<file path="config.mk">
export PLATFORM = sky130hd
export DESIGN_NAME = dm_access_unit
export DESIGN_NICKNAME = d
export VERILOG_FILES = /design/src/rtl/dm_access_pkg.sv /design/src/rtl/dm_load_extend.sv /design/src/rtl/dm_access_unit.sv
export SDC_FILE = /design/constraint.sdc
export NUM_CORES = 1
export LEC_CHECK = 0
export CAP_MARGIN = 30
export CORE_MARGIN = 2
export CORE_UTILIZATION = 46
export CTS_BUF_LIST = sky130_fd_sc_hd__clkbuf_4 sky130_fd_sc_hd__clkbuf_8
export DETAILED_ROUTE_END_ITERATION = 10
export GPL_TIMING_DRIVEN = 0
export PLACE_DENSITY = 0.87
export SLEW_MARGIN = 5
export SYNTH_ARGS = -nofsm -noshare
export SYNTH_HDL_FRONTEND = slang
export SYNTH_SLANG_ARGS = --single-unit
</file>
<file path="constraint.sdc">
create_clock -name clk -period 21.9 [get_ports clk]
set_clock_uncertainty 0.1 [all_clocks]
set_input_delay 6.57 -clock clk [delete_from_list [all_inputs] [get_ports clk]]
set_output_delay 6.57 -clock clk [all_outputs]
set_load 0.05 [all_outputs]
</file>
<file path="src/rtl/dm_access_pkg.sv">
// dm_access_pkg: shared definitions for the data-memory access unit.
//   - dm_op_e        : 4-bit load/store operation codes
//   - is_store()     : store predicate (op[3])
//   - is_valid_op()  : true for the eight defined load/store codes
//   - default address-error exception codes
package dm_access_pkg;

  typedef enum logic [3:0] {
    OP_NOP = 4'd0,
    OP_LW  = 4'd1,
    OP_LH  = 4'd2,
    OP_LHU = 4'd3,
    OP_LB  = 4'd4,
    OP_LBU = 4'd5,
    OP_SW  = 4'd9,
    OP_SH  = 4'd10,
    OP_SB  = 4'd11
  } dm_op_e;

  localparam int         DM_ADDR_WIDTH_DEF = 13;
  localparam logic [4:0] EXC_ADEL_DEF      = 5'd4;
  localparam logic [4:0] EXC_ADES_DEF      = 5'd5;

  function automatic logic is_store(input logic [3:0] op);
    return op[3];
  endfunction

  function automatic logic is_valid_op(input logic [3:0] op);
    logic ok;
    case (op)
      OP_LW, OP_LH, OP_LHU, OP_LB, OP_LBU,
      OP_SW, OP_SH, OP_SB: ok = 1'b1;
      default:             ok = 1'b0;
    endcase
    return ok;
  endfunction

endpackage

</file>
<file path="src/rtl/dm_load_extend.sv">
// dm_load_extend: combinational load-data extraction.
//   op_i   : load operation code
//   off_i  : byte offset within the word (addr[1:0])
//   word_i : word read from data memory
//   data_o : selected byte/half/word, sign- or zero-extended; 0 for non-loads
module dm_load_extend
  import dm_access_pkg::*;
(
  input  logic [3:0]  op_i,
  input  logic [1:0]  off_i,
  input  logic [31:0] word_i,
  output logic [31:0] data_o
);

  logic [15:0] half;
  logic [7:0]  byte_sel;

  always_comb begin
    half = off_i[1] ? word_i[31:16] : word_i[15:0];
    case (off_i)
      2'd0:    byte_sel = word_i[7:0];
      2'd1:    byte_sel = word_i[15:8];
      2'd2:    byte_sel = word_i[23:16];
      default: byte_sel = word_i[31:24];
    endcase

    case (op_i)
      OP_LW:   data_o = word_i;
      OP_LH:   data_o = {{16{half[15]}}, half};
      OP_LHU:  data_o = {16'h0000, half};
      OP_LB:   data_o = {{24{byte_sel[7]}}, byte_sel};
      OP_LBU:  data_o = {24'h000000, byte_sel};
      default: data_o = 32'h0000_0000;
    endcase
  end

endmodule

</file>
<file path="src/rtl/dm_access_unit.sv">
// dm_access_unit: MEM-stage initiator for the data-memory word port.
// Two-stage pipeline: S1 holds the accepted request and drives the memory
// port; S2 holds the response (extended load data / exception code).
//   clk, reset                 : clock, synchronous active-high reset
//   req_valid/req_ready        : request handshake
//   req_op/addr/wdata/pc       : request payload
//   dm_pc/addr/wdata/we        : data-memory port, driven from S1
//   dm_rdata                   : combinational read word for dm_addr
//   resp_valid/resp_ready      : response handshake
//   resp_rdata/exc/pc          : response payload
module dm_access_unit
  import dm_access_pkg::*;
#(
  parameter int         DM_ADDR_WIDTH = DM_ADDR_WIDTH_DEF,
  parameter logic [4:0] EXC_ADEL      = EXC_ADEL_DEF,
  parameter logic [4:0] EXC_ADES      = EXC_ADES_DEF
) (
  input  logic        clk,
  input  logic        reset,
  input  logic        req_valid,
  output logic        req_ready,
  input  logic [3:0]  req_op,
  input  logic [31:0] req_addr,
  input  logic [31:0] req_wdata,
  input  logic [31:0] req_pc,
  output logic [31:0] dm_pc,
  output logic [29:0] dm_addr,
  output logic [31:0] dm_wdata,
  output logic [3:0]  dm_we,
  input  logic [31:0] dm_rdata,
  output logic        resp_valid,
  input  logic        resp_ready,
  output logic [31:0] resp_rdata,
  output logic [4:0]  resp_exc,
  output logic [31:0] resp_pc
);

  // S1 registers
  logic        s1_valid_q, s1_valid_d;
  logic [3:0]  s1_op_q;
  logic [31:0] s1_addr_q;
  logic [31:0] s1_wdata_q;
  logic [31:0] s1_pc_q;

  // S2 registers
  logic        s2_valid_q, s2_valid_d;
  logic [31:0] s2_rdata_q, s2_rdata_d;
  logic [4:0]  s2_exc_q, s2_exc_d;
  logic [31:0] s2_pc_q;

  logic        s2_load;
  logic        accept;
  logic [1:0]  k;
  logic        op_ok;
  logic        st;
  logic        misalign;
  logic        out_of_range;
  logic        fault;
  logic [3:0]  we_mask;
  logic [31:0] ld_data;

  assign s2_load   = s1_valid_q && (!s2_valid_q || resp_ready);
  assign req_ready = !reset && (!s1_valid_q || s2_load);
  // NOP is acknowledged but never enters the pipeline.
  assign accept    = req_valid && req_ready && (req_op != OP_NOP);

  assign k            = s1_addr_q[1:0];
  assign op_ok        = is_valid_op(s1_op_q);
  assign st           = op_ok && is_store(s1_op_q);
  assign out_of_range = |s1_addr_q[31:DM_ADDR_WIDTH];
  // Undefined op codes fault as loads (st is 0 for them).
  assign fault        = misalign || out_of_range || !op_ok;

  always_comb begin
    misalign = 1'b0;
    we_mask  = 4'b0000;
    dm_wdata = s1_wdata_q;
    case (s1_op_q)
      OP_LW:         misalign = (k != 2'd0);
      OP_LH, OP_LHU: misalign = k[0];
      OP_SW: begin
        misalign = (k != 2'd0);
        we_mask  = 4'b1111;
      end
      OP_SH: begin
        misalign = k[0];
        we_mask  = k[1] ? 4'b1100 : 4'b0011;
        dm_wdata = {2{s1_wdata_q[15:0]}};
      end
      OP_SB: begin
        we_mask  = 4'b0001 << k;
        dm_wdata = {4{s1_wdata_q[7:0]}};
      end
      default: ;
    endcase
  end

  // Write only in the cycle S1 advances, so a stalled store writes exactly once;
  // reset kills the strobe immediately.
  assign dm_we   = (s2_load && st && !fault && !reset) ? we_mask : 4'b0000;
  assign dm_addr = s1_addr_q[31:2];
  assign dm_pc   = s1_pc_q;

  dm_load_extend u_extend (
    .op_i   (s1_op_q),
    .off_i  (k),
    .word_i (dm_rdata),
    .data_o (ld_data)
  );

  always_comb begin
    s1_valid_d = s1_valid_q;
    if (accept)       s1_valid_d = 1'b1;
    else if (s2_load) s1_valid_d = 1'b0;

    s2_valid_d = s2_valid_q;
    if (s2_load)         s2_valid_d = 1'b1;
    else if (resp_ready) s2_valid_d = 1'b0;

    s2_rdata_d = (fault || st) ? 32'h0000_0000 : ld_data;
    s2_exc_d   = fault ? (st ? EXC_ADES : EXC_ADEL) : 5'd0;
  end

  always_ff @(posedge clk) begin
    if (reset) begin
      s1_valid_q <= 1'b0;
      s2_valid_q <= 1'b0;
      s2_rdata_q <= 32'h0000_0000;
      s2_exc_q   <= 5'd0;
      s2_pc_q    <= 32'h0000_0000;
    end else begin
      s1_valid_q <= s1_valid_d;
      s2_valid_q <= s2_valid_d;
      if (s2_load) begin
        s2_rdata_q <= s2_rdata_d;
        s2_exc_q   <= s2_exc_d;
        s2_pc_q    <= s1_pc_q;
      end
    end
    // S1 payload needs no reset; it is qualified by s1_valid_q.
    if (accept) begin
      s1_op_q    <= req_op;
      s1_addr_q  <= req_addr;
      s1_wdata_q <= req_wdata;
      s1_pc_q    <= req_pc;
    end
  end

  assign resp_valid = s2_valid_q;
  assign resp_rdata = s2_rdata_q;
  assign resp_exc   = s2_exc_q;
  assign resp_pc    = s2_pc_q;

endmodule

</file>
# [Word level (Yosys, flattened, before mapping)]
# Memories as Yosys holds them, arrays and structs flattened. A register that Yosys moved wholly into a read port is not among the register bits.
# Index checks and enable logic that the tools add are counted.
# W data, S select, Z words.
[word_totals] register_bits=171 input_bits=136 ramBits=0 wordCells=63 mem_count=1 latch_bits=0 out_inout_bits=169 rom_bits=16
[memory_table] memory="(no name shown)" depth=16 word_bits=1 read_ports=1 rd_clocked_by_memory_dff=1 wr=0 line="dm_access_pkg.sv:30" text="case (op)"
[classes] div=0 mux=16 eq_ne=10 n_bitwise=0 shifts=1 add_sub_neg=0 multipliers=0 n_reduce_logical=26 order_cmp=0
[ops] operator="$pmux W32 S5" count=1
[ops] operator="$pmux W32 S2" count=1
[ops] operator="$mux W32" count=1
[ops] operator="$pmux W8 S3" count=1
[ops] operator="$reduce_or A19 Y1" count=1
[ops] operator="$mux W16" count=1
[ops] operator="$eq A4 B4 Y1 const B" count=3
[ops] operator="$mux W4" count=3
[ops] operator="$pmux W4 S3" count=1
[ops] operator="$eq A4 B2 Y1 const B" count=2
[ops] operator="$eq A4 B3 Y1 const B" count=2
[ops] operator="$logic_and A1 B1 Y1" count=8
[ops] operator="$reduce_bool A2 Y1" count=3
[ops] operator="$logic_not A1 Y1" count=5
[ops] operator="$logic_or A1 B1 Y1" count=5
[ops] operator="$mux W1" count=5
[ops] operator="$eq A4 B1 Y1 const B" count=1
[ops] operator="$reduce_bool A4 Y1" count=1
[ops] operator="$shl A1 B2 Y4 const A" count=1
[ops] operator="$mux W3" count=1
[ops] operator="$reduce_or A3 Y1" count=1
[ops] operator="$eq A2 B1 Y1 const B" count=1
[ops] operator="$eq A2 B2 Y1 const B" count=1
[ops] operator="$logic_not A2 Y1" count=1
[ops] operator="other kinds (2)" count=2

# [Longest topological paths before layout]
# Gate-level depths: netlist of the first run.
[depth] depth_word=9 mapped_depth=8 ltp_nobuf=5

# [Modules after synthesis]
# Synthesis of the first run repeated with hierarchy kept, for this count alone.
[unflattened] cells_unflattened=577 area_unflattened_um2=7074.3
[by_module_without_submodules] mod="dm_access_unit" seq_area_each_um2=4384.2 instances=1 area_per_inst_um2=6412.4 cells_per_inst=492
[by_module_without_submodules] mod="dm_load_extend" seq_area_each_um2=0.0 instances=1 area_per_inst_um2=661.9 cells_per_inst=85

# [Least setup slack after synthesis of the first run]
# OpenSTA, ideal clock, no wires.
[synth_timing] path_type="in2out" startpoint="input resp_ready" endpoint="output dm_we[0]" arrival_time_ns=8.221 setup_slack_ns=7.009 stages=5 required_time_ns=15.230 path_buffers=0 path_cell_list="nand2b_1 -> nand3_1 -> nor4_4 -> nand4b_1 -> a21oi_1"
[synth_via] elab_chain_len=6
[synth_lines] item="start: declaration" line="dm_access_unit.sv:32" text="input logic resp_ready,"
[synth_lines] item="$logic_or A1 B1 Y1" line="dm_access_unit.sv:62" text="assign s2_load = s1_valid_q && (!s2_valid_q || resp_ready);"
[synth_lines] item="$logic_and A1 B1 Y1" line="dm_access_unit.sv:62"
[synth_lines] item="$logic_and A1 B1 Y1 (3 in series)" line="dm_access_unit.sv:100" text="assign dm_we = (s2_load && st && !fault && !reset) ? we_mask : 4'b0000;"
[synth_lines] item="$mux W4" line="dm_access_unit.sv:100"
[synth_lines] item="end: declaration" line="dm_access_unit.sv:29" text="output logic [3:0] dm_we,"
# Every way passes these cells.

# [Worst setup path after layout of the first run]
[layout_timing] startpoint="input resp_ready" endpoint="output dm_we[3]"
# Same word-level chain as after synthesis.

==> results.py, run 1 <==
metrics = {
    "timing": {
        "worst_slack_ns": 5.93,
        "tightest_slew_ns": 0.707,
        "post-route-period-util_pct": 72.9,
        "rsz0062_at_grt": "no",
        "layout_min_cycle_time_ns": 15.97,
        "drv_slew": 0,
        "max_freq_mhz": 62.6,
        "max_slew_margin_pct": 52.9,
        "setup_violations": 0,
        "tns_ns": 0,
        "finalHoldViolCount": 0,
    },
    "clock_tree": {
        "clock-root-buffer": "clkbuf_8",
        "clock_path_buffers": 2,
        "cts_resized": 0,
        "path_clk_slew_ns": 0.08,
        "cts.htree.levels": 4,
        "post_cts_buffers": 0,
        "numCtsBuffers": 17,
        "cts_hold_buf": 0,
        "cts_tree": "yes",
        "worstSkewPairLatency_ns": 0.45,
        "clkSinkCount": 169,
    },
    "routing": {
        "drtIter0Drc": 457,
        "via_count": 5677,
        "met1Wirelength_microns": 7310,
        "drc": 0,
        "drtAntennaViolNets": 0,
        "dr.pass1.iters": 5,
        "post_drt_wl_per_cell_microns": 18.6,
        "wl_met3_microns": 1810,
        "via_per_inst": 5.22,
        "drt-total-wl_microns": 20200,
        "dr.max_layer_used": "met4",
        "routed-wl-met2_microns": 10500,
    },
    "placement": {
        "dp_hpwl_microns": 15300,
        "place_congestion": 0.861,
        "place_inst": 1055,
        "preCtsSetupSlack_ns": 5.89,
        "port_buffers": 301,
    },
    "synthesis": {
        "synth-main-ff-cell": "edfxtp_1",
        "synth.avg_cell_area_sq_um": 12.0,
        "synth_cell_type_count": 45,
        "synthArstFlopShare_pct": 0,
        "yosys.area.top_type": "edfxtp_1",
        "netlist_area_sq_mm": 0.00677,
        "yosysWarnings": 0,
        "synth_top_cell_area_share_pct": 44.4,
        "ys_ff_latch": 169,
        "synth_edf_count": 100,
        "syn_inst": 565,
        "yosysSeqAreaShare_pct": 64.8,
        "yosys-top-cells-area": "edfxtp_1 (44%), dfxtp_1 (20%), nand2_1 (6.3%)",
    },
    "final_layout": {
        "drive_above_1_share_pct": 13.7,
        "antenna_cells": 0,
        "post-route-util_pct": 72.4,
        "fin_nets": 1026,
        "final-instance-count-excl-fill": 1087,
        "fillers": 988,
        "synthToLayoutAreaGrowth_pct": 54.9,
    },
    "hold_path": {
        "hold_class": "flop to flop",
        "whs_endpoint": "resp_exc[0]$_SDFFE_PP0P_",
        "worstHoldStart": "resp_exc[0]$_SDFFE_PP0P_",
        "min_path_cells": 2,
    },
    "critical_path": {
        "critPathKind": "input pin to output pin",
        "crit_slowest_cell": "clkdlybuf4s50_1",
        "r2r_end": "resp_rdata[27]$_SDFFE_PP0P_",
        "worstPathMaxFanout": 6,
        "worstPathCellList": "clkdlybuf4s50_1 -> nand2b_1 -> nand3_1 -> nor4_4 -> nand4b_1 -> a21oi_1 -> clkdlybuf4s50_1",
        "critPathLaunch": "resp_ready",
        "required_ns": 15.23,
        "endpoint_kind": "output pin",
        "cp-start-kind": "input pin",
        "rrSetupSlack_ns": 19.51,
        "arrival_ns": 9.30,
        "cpPeakStageDelay_ns": 0.87,
        "r2r_cells": 6,
        "cp_common_cell": "clkdlybuf4s50_1",
        "r2r-start": "s1_addr_q[15]$_DFFE_PN_",
    },
    "power": {
        "ir_drop_mv": 0.0475,
        "p_per_area_mw_per_mm2": 66.8,
        "p_leak_nw": 3.73,
        "p_total_w": 0.000700,
    },
    "floorplanning": {
        "die_w_microns": 125,
        "die_area_sq_mm": 0.0157,
        "core_sq_mm": 0.0145,
        "initial_utilization_pct": 46.7,
        "top_level_ports": 305,
        "die-height_microns": 125,
        "num_rows": 44,
    },
    "status": {
        "status": "completed",
    },
    "global_routing": {
        "grt_first_pass_wirelength_microns": 30700,
        "grt_overflow_total": 0,
        "grt_antenna_before_repair": 0,
        "grt_max_degree": 37,
        "grt_usage_pct": 25.5,
        "grt_pass1_vias": 5743,
    },
    "job": {
        "drv_cap": 0,
    },
}
[kinds of logic (layout without fill, tap and decap cells)]
kind of cell | after synthesis | in the layout | share of synthesized area (%)
flops | 169 | 169 | 64.8
other cells | 1 | 3 | 0.0554
buf+inv | 74 | 410 | 6.67
mux | 33 | 33 | 5.66
simple gates | 161 | 161 | 10.9
compound gates | 127 | 127 | 11.9
[state kept, by name (all words and copies together), names as in the netlist, 2 cells and up]
signal	flops
s1_wdata_q	32
resp_exc	2
dm_pc	32
s1_op_q	4
resp_rdata	32
resp_pc	32
s1_addr_q	32
[report_power, final]
group,switching [W],leakage [nW],internal [W]
combinational,0.0000719,2.03,0.0000524
clock,0.000107,0.202,0.000113
sequential,0.00000591,1.50,0.000349
total,0.000185,3.73,0.000515
[placed cells by master (no fill, tap or decap), drive strengths merged, types with 3 or more instances in the layout]
| cell | n |
|---|---|
| a21oi | 59 |
| a221oi | 9 |
| a222oi | 16 |
| buf | 52 |
| clkbuf | 48 |
| clkdlybuf4s50 | 301 |
| clkinv | 3 |
| conb | 3 |
| dfxtp | 69 |
| edfxtp | 100 |
| mux2 | 22 |
| mux2i | 9 |
| nand2 | 115 |
| nand2b | 3 |
| nand3 | 5 |
| nor2 | 11 |
| nor2b | 5 |
| nor4 | 5 |
| o21ai | 36 |
[worst max-delay path by stage]
stage,to,slack (ns),depth (start not counted)
after floorplan,dm_we[0],7.01,5
after global placement,dm_we[3],5.98,7
after detailed placement,dm_we[1],5.89,7
after CTS,dm_we[1],5.88,7
after global routing,dm_we[3],5.72,7
final,dm_we[3],5.93,7
[cell usage after synthesis (all sizes together), types with 2 or more instances]
master	instances
nand3	5
nand4	2
mux2i	9
o21ai	36
clkbuf	23
nand2	115
a211oi	2
mux2	22
edfxtp	100
nor3	2
a21oi	59
nor3b	2
or3	2
dfxtp	69
a222oi	16
a221oi	9
nor2b	5
nor4	5
nor2	11
mux4	2
buf	49
nand2b	3
inv	2
and2	2
[stage by stage]
| stage | instance area (sq um) | hold slack, ns |
|---|---|---|
| 2_1_floorplan | 6780 | 0.384 |
| 3_3_place_gp | 10000 | 0.328 |
| 3_5_place_dp | 10100 | 0.343 |
| 4_1_cts | 10500 | 0.360 |
| 5_1_grt | 10500 | 0.372 |
| 6_report | 10500 | 0.358 |
[final cells by class]
class | instances | area [sq um] | area share, %
multi-input combinational | 324 | 1950 | 18.6
clock buffer | 25 | 300 | 2.87
clock inverter | 7 | 93.8 | 0.895
tap | 184 | 230 | 2.20
inverter | 2 | 7.51 | 0.0716
buffer | 72 | 444 | 4.24
sequential | 169 | 4380 | 41.8
timing repair buffer | 304 | 3070 | 29.3
[routing by layer]
metal  global-route usage, %  vias up
met5                       0        -
met3                    9.11       41
met2                    44.2      281
met1                    28.6     2692
met4                    10.5        0
li1                        -     2663
[critical path: cells and delay by family]
family          cells  cell delay (ns)
buf+inv             2             1.34
simple gates        4             1.16
compound gates      1             0.23
Power figures use the tool's default switching activity.
==> run 2, diff against run 1 <==
--- a/config.mk
+++ b/config.mk
@@ -7,11 +7,11 @@
 export LEC_CHECK = 0
 export CAP_MARGIN = 30
 export CORE_MARGIN = 2
-export CORE_UTILIZATION = 46
+export CORE_UTILIZATION = 39
 export CTS_BUF_LIST = sky130_fd_sc_hd__clkbuf_4 sky130_fd_sc_hd__clkbuf_8
 export DETAILED_ROUTE_END_ITERATION = 10
 export GPL_TIMING_DRIVEN = 0
-export PLACE_DENSITY = 0.87
+export PLACE_DENSITY = 0.79
 export SLEW_MARGIN = 5
 export SYNTH_ARGS = -nofsm -noshare
 export SYNTH_HDL_FRONTEND = slang
==> constraint.sdc (replaced) <==
create_clock -name clk -period 14.2 [get_ports clk]
set_clock_uncertainty 0.1 [all_clocks]
set_input_delay 4.26 -clock clk [delete_from_list [all_inputs] [get_ports clk]]
set_output_delay 4.26 -clock clk [all_outputs]
set_load 0.05 [all_outputs]
==> results.py, run 2 (same netlist as run 1, synthesis figures left out) <==
metrics = {
    "routing": {
        "dr.max_layer_used": "met5",
        "drtIter0Drc": 333,
        "drt-total-wl_microns": 20000,
        "via_count": 5605,
        "routed-wl-met2_microns": 9990,
        "met1Wirelength_microns": 7540,
        "dr.pass1.iters": 5,
        "wl_met3_microns": 1910,
        "post_drt_wl_per_cell_microns": 17.7,
        "drc": 0,
        "drtAntennaViolNets": 0,
        "via_per_inst": 4.96,
    },
    "status": {
        "status": "completed",
    },
    "timing": {
        "tns_ns": 0,
        "tightest_slew_ns": 0.803,
        "setup_violations": 0,
        "max_slew_margin_pct": 46.4,
        "timing.hold.ws_ns": 0.349,
        "post-route-period-util_pct": 79.2,
        "max_freq_mhz": 88.9,
        "finalHoldViolCount": 0,
        "layout_min_cycle_time_ns": 11.25,
        "drv_slew": 0,
        "rsz0062_at_grt": "no",
    },
    "floorplanning": {
        "top_level_ports": 305,
        "core_sq_mm": 0.0171,
        "initial_utilization_pct": 39.5,
        "die_w_microns": 136,
        "die-height_microns": 136,
        "die_area_sq_mm": 0.0184,
        "num_rows": 48,
    },
    "job": {
        "drv_cap": 0,
    },
    "clock_tree": {
        "cts_resized": 0,
        "worstSkewPairLatency_ns": 0.43,
        "cts.htree.levels": 4,
        "clock-root-buffer": "clkbuf_8",
        "cts_hold_buf": 0,
        "clkSinkCount": 169,
        "clock_path_buffers": 2,
        "cts_tree": "yes",
        "path_clk_slew_ns": 0.08,
        "numCtsBuffers": 17,
        "post_cts_buffers": 0,
    },
    "global_routing": {
        "grt_pass1_vias": 5549,
        "grt_usage_pct": 21.5,
        "grt_max_degree": 29,
        "grt_first_pass_wirelength_microns": 29900,
        "grt_overflow_total": 0,
        "grt_antenna_before_repair": 1,
    },
    "hold_path": {
        "worstHoldStart": "resp_exc[0]$_SDFFE_PP0P_",
        "hold_class": "flop to flop",
    },
    "final_layout": {
        "synthToLayoutAreaGrowth_pct": 56.5,
        "drive_above_1_share_pct": 13.7,
        "mostFrequentLayoutCell": "clkdlybuf4s50_1",
        "fin_nets": 1027,
        "final_cell_mix": "clkdlybuf4s50_1 (301), nand2_1 (114), edfxtp_1 (100), dfxtp_1 (69), a21oi_1 (59)",
        "antenna_cells": 0,
    },
    "critical_path": {
        "worstPathMaxFanout": 6,
        "path_delay_family": "buffers and inverters",
        "crit_slowest_cell": "clkdlybuf4s50_1",
        "critPathKind": "input pin to output pin",
        "cp_common_cell": "clkdlybuf4s50_1",
        "arrival_ns": 6.89,
        "cpPeakStageDelay_ns": 0.86,
        "worstPathCellList": "clkdlybuf4s50_1 -> nand2b_1 -> nand3_1 -> nor4_4 -> nand4b_1 -> a21oi_1 -> clkdlybuf4s50_1",
        "endpoint_kind": "output pin",
        "cp-start-kind": "input pin",
        "critPathLaunch": "resp_ready",
        "required_ns": 9.84,
        "r2r-start": "s1_addr_q[0]$_DFFE_PN_",
        "cp.buffers_inverters": 2,
    },
    "placement": {
        "port_buffers": 301,
        "place_congestion": 0.918,
        "dp_hpwl_microns": 15400,
    },
    "power": {
        "p_per_area_mw_per_mm2": 104,
        "p_leak_nw": 3.75,
        "ir_drop_mv": 0.0666,
    },
}
-- run 2: cell count changes in the layout (fill, tap and decap cells not counted), sizes merged --
cell | before | now
bufinv | 2 | 3
clkbuf | 48 | 41
inv | 2 | 6
clkinv | 3 | 5
buf | 52 | 53
-- run 2: report_power, final --
group	leakage, nW	internal, W	total [W]	switching (W)
logic	2.05	0.0000820	0.000193	0.000111
registers	1.50	0.000539	0.000547	0.00000867
clock network	0.207	0.000178	0.000358	0.000180
total	3.75	0.000798	0.00110	0.000300
-- run 2: path summary, 6_finish.rpt --
kind	cells after the start	slack [ns]	to
worst max-delay path	7	2.95	dm_we[1]
worst min-delay path	2	0.35	resp_exc[0]$_SDFFE_PP0P_
worst max register to register	7	11.79	resp_rdata[29]$_SDFFE_PP0P_
worst min register to register	2	0.35	resp_exc[0]$_SDFFE_PP0P_
-- run 2: per-layer routing --
layer | track usage, % | vias up
met5 | 0 | -
met4 | 7.99 | 2
met3 | 8.60 | 35
met2 | 36.4 | 268
met1 | 24.4 | 2632
li1 | - | 2668
-- run 2: cell type report --
type                            instances  area, sq um
Fill cell                            1390         6530
Sequential cell                       169         4380
Timing Repair Buffer                  305         3120
Multi-Input combinational cell        324         1950
Buffer                                 72          444
Tap cell                              225          282
Clock buffer                           18          241
Clock inverter                         14          170
Inverter                                2         7.51
-- run 2: per-stage QoR --
step	instances	setup WS [ns]	total power, W	util (%)	area (sq um)
final	1129	2.95	0.00110	61.9	10600
after global routing	1129	2.77	0.00114	61.9	10600
after CTS	1129	2.93	0.00111	61.9	10600
after detailed placement	1097	2.94	0.000751	59.5	10200
after global placement	1093	1.77	0.000748	58.8	10100
after floorplan	567	3.63	0.000662	-	6780
-- run 2: worst register-to-register path: stages (launching register included) --
cell	delay (ns)
edfxtp_1	0.37
clkbuf_1	0.29
nor2_1	0.25
o211ai_1	0.19
nor4_4	0.63
nand3b_4	0.20
buf_6	0.21
o21ai_2	0.13
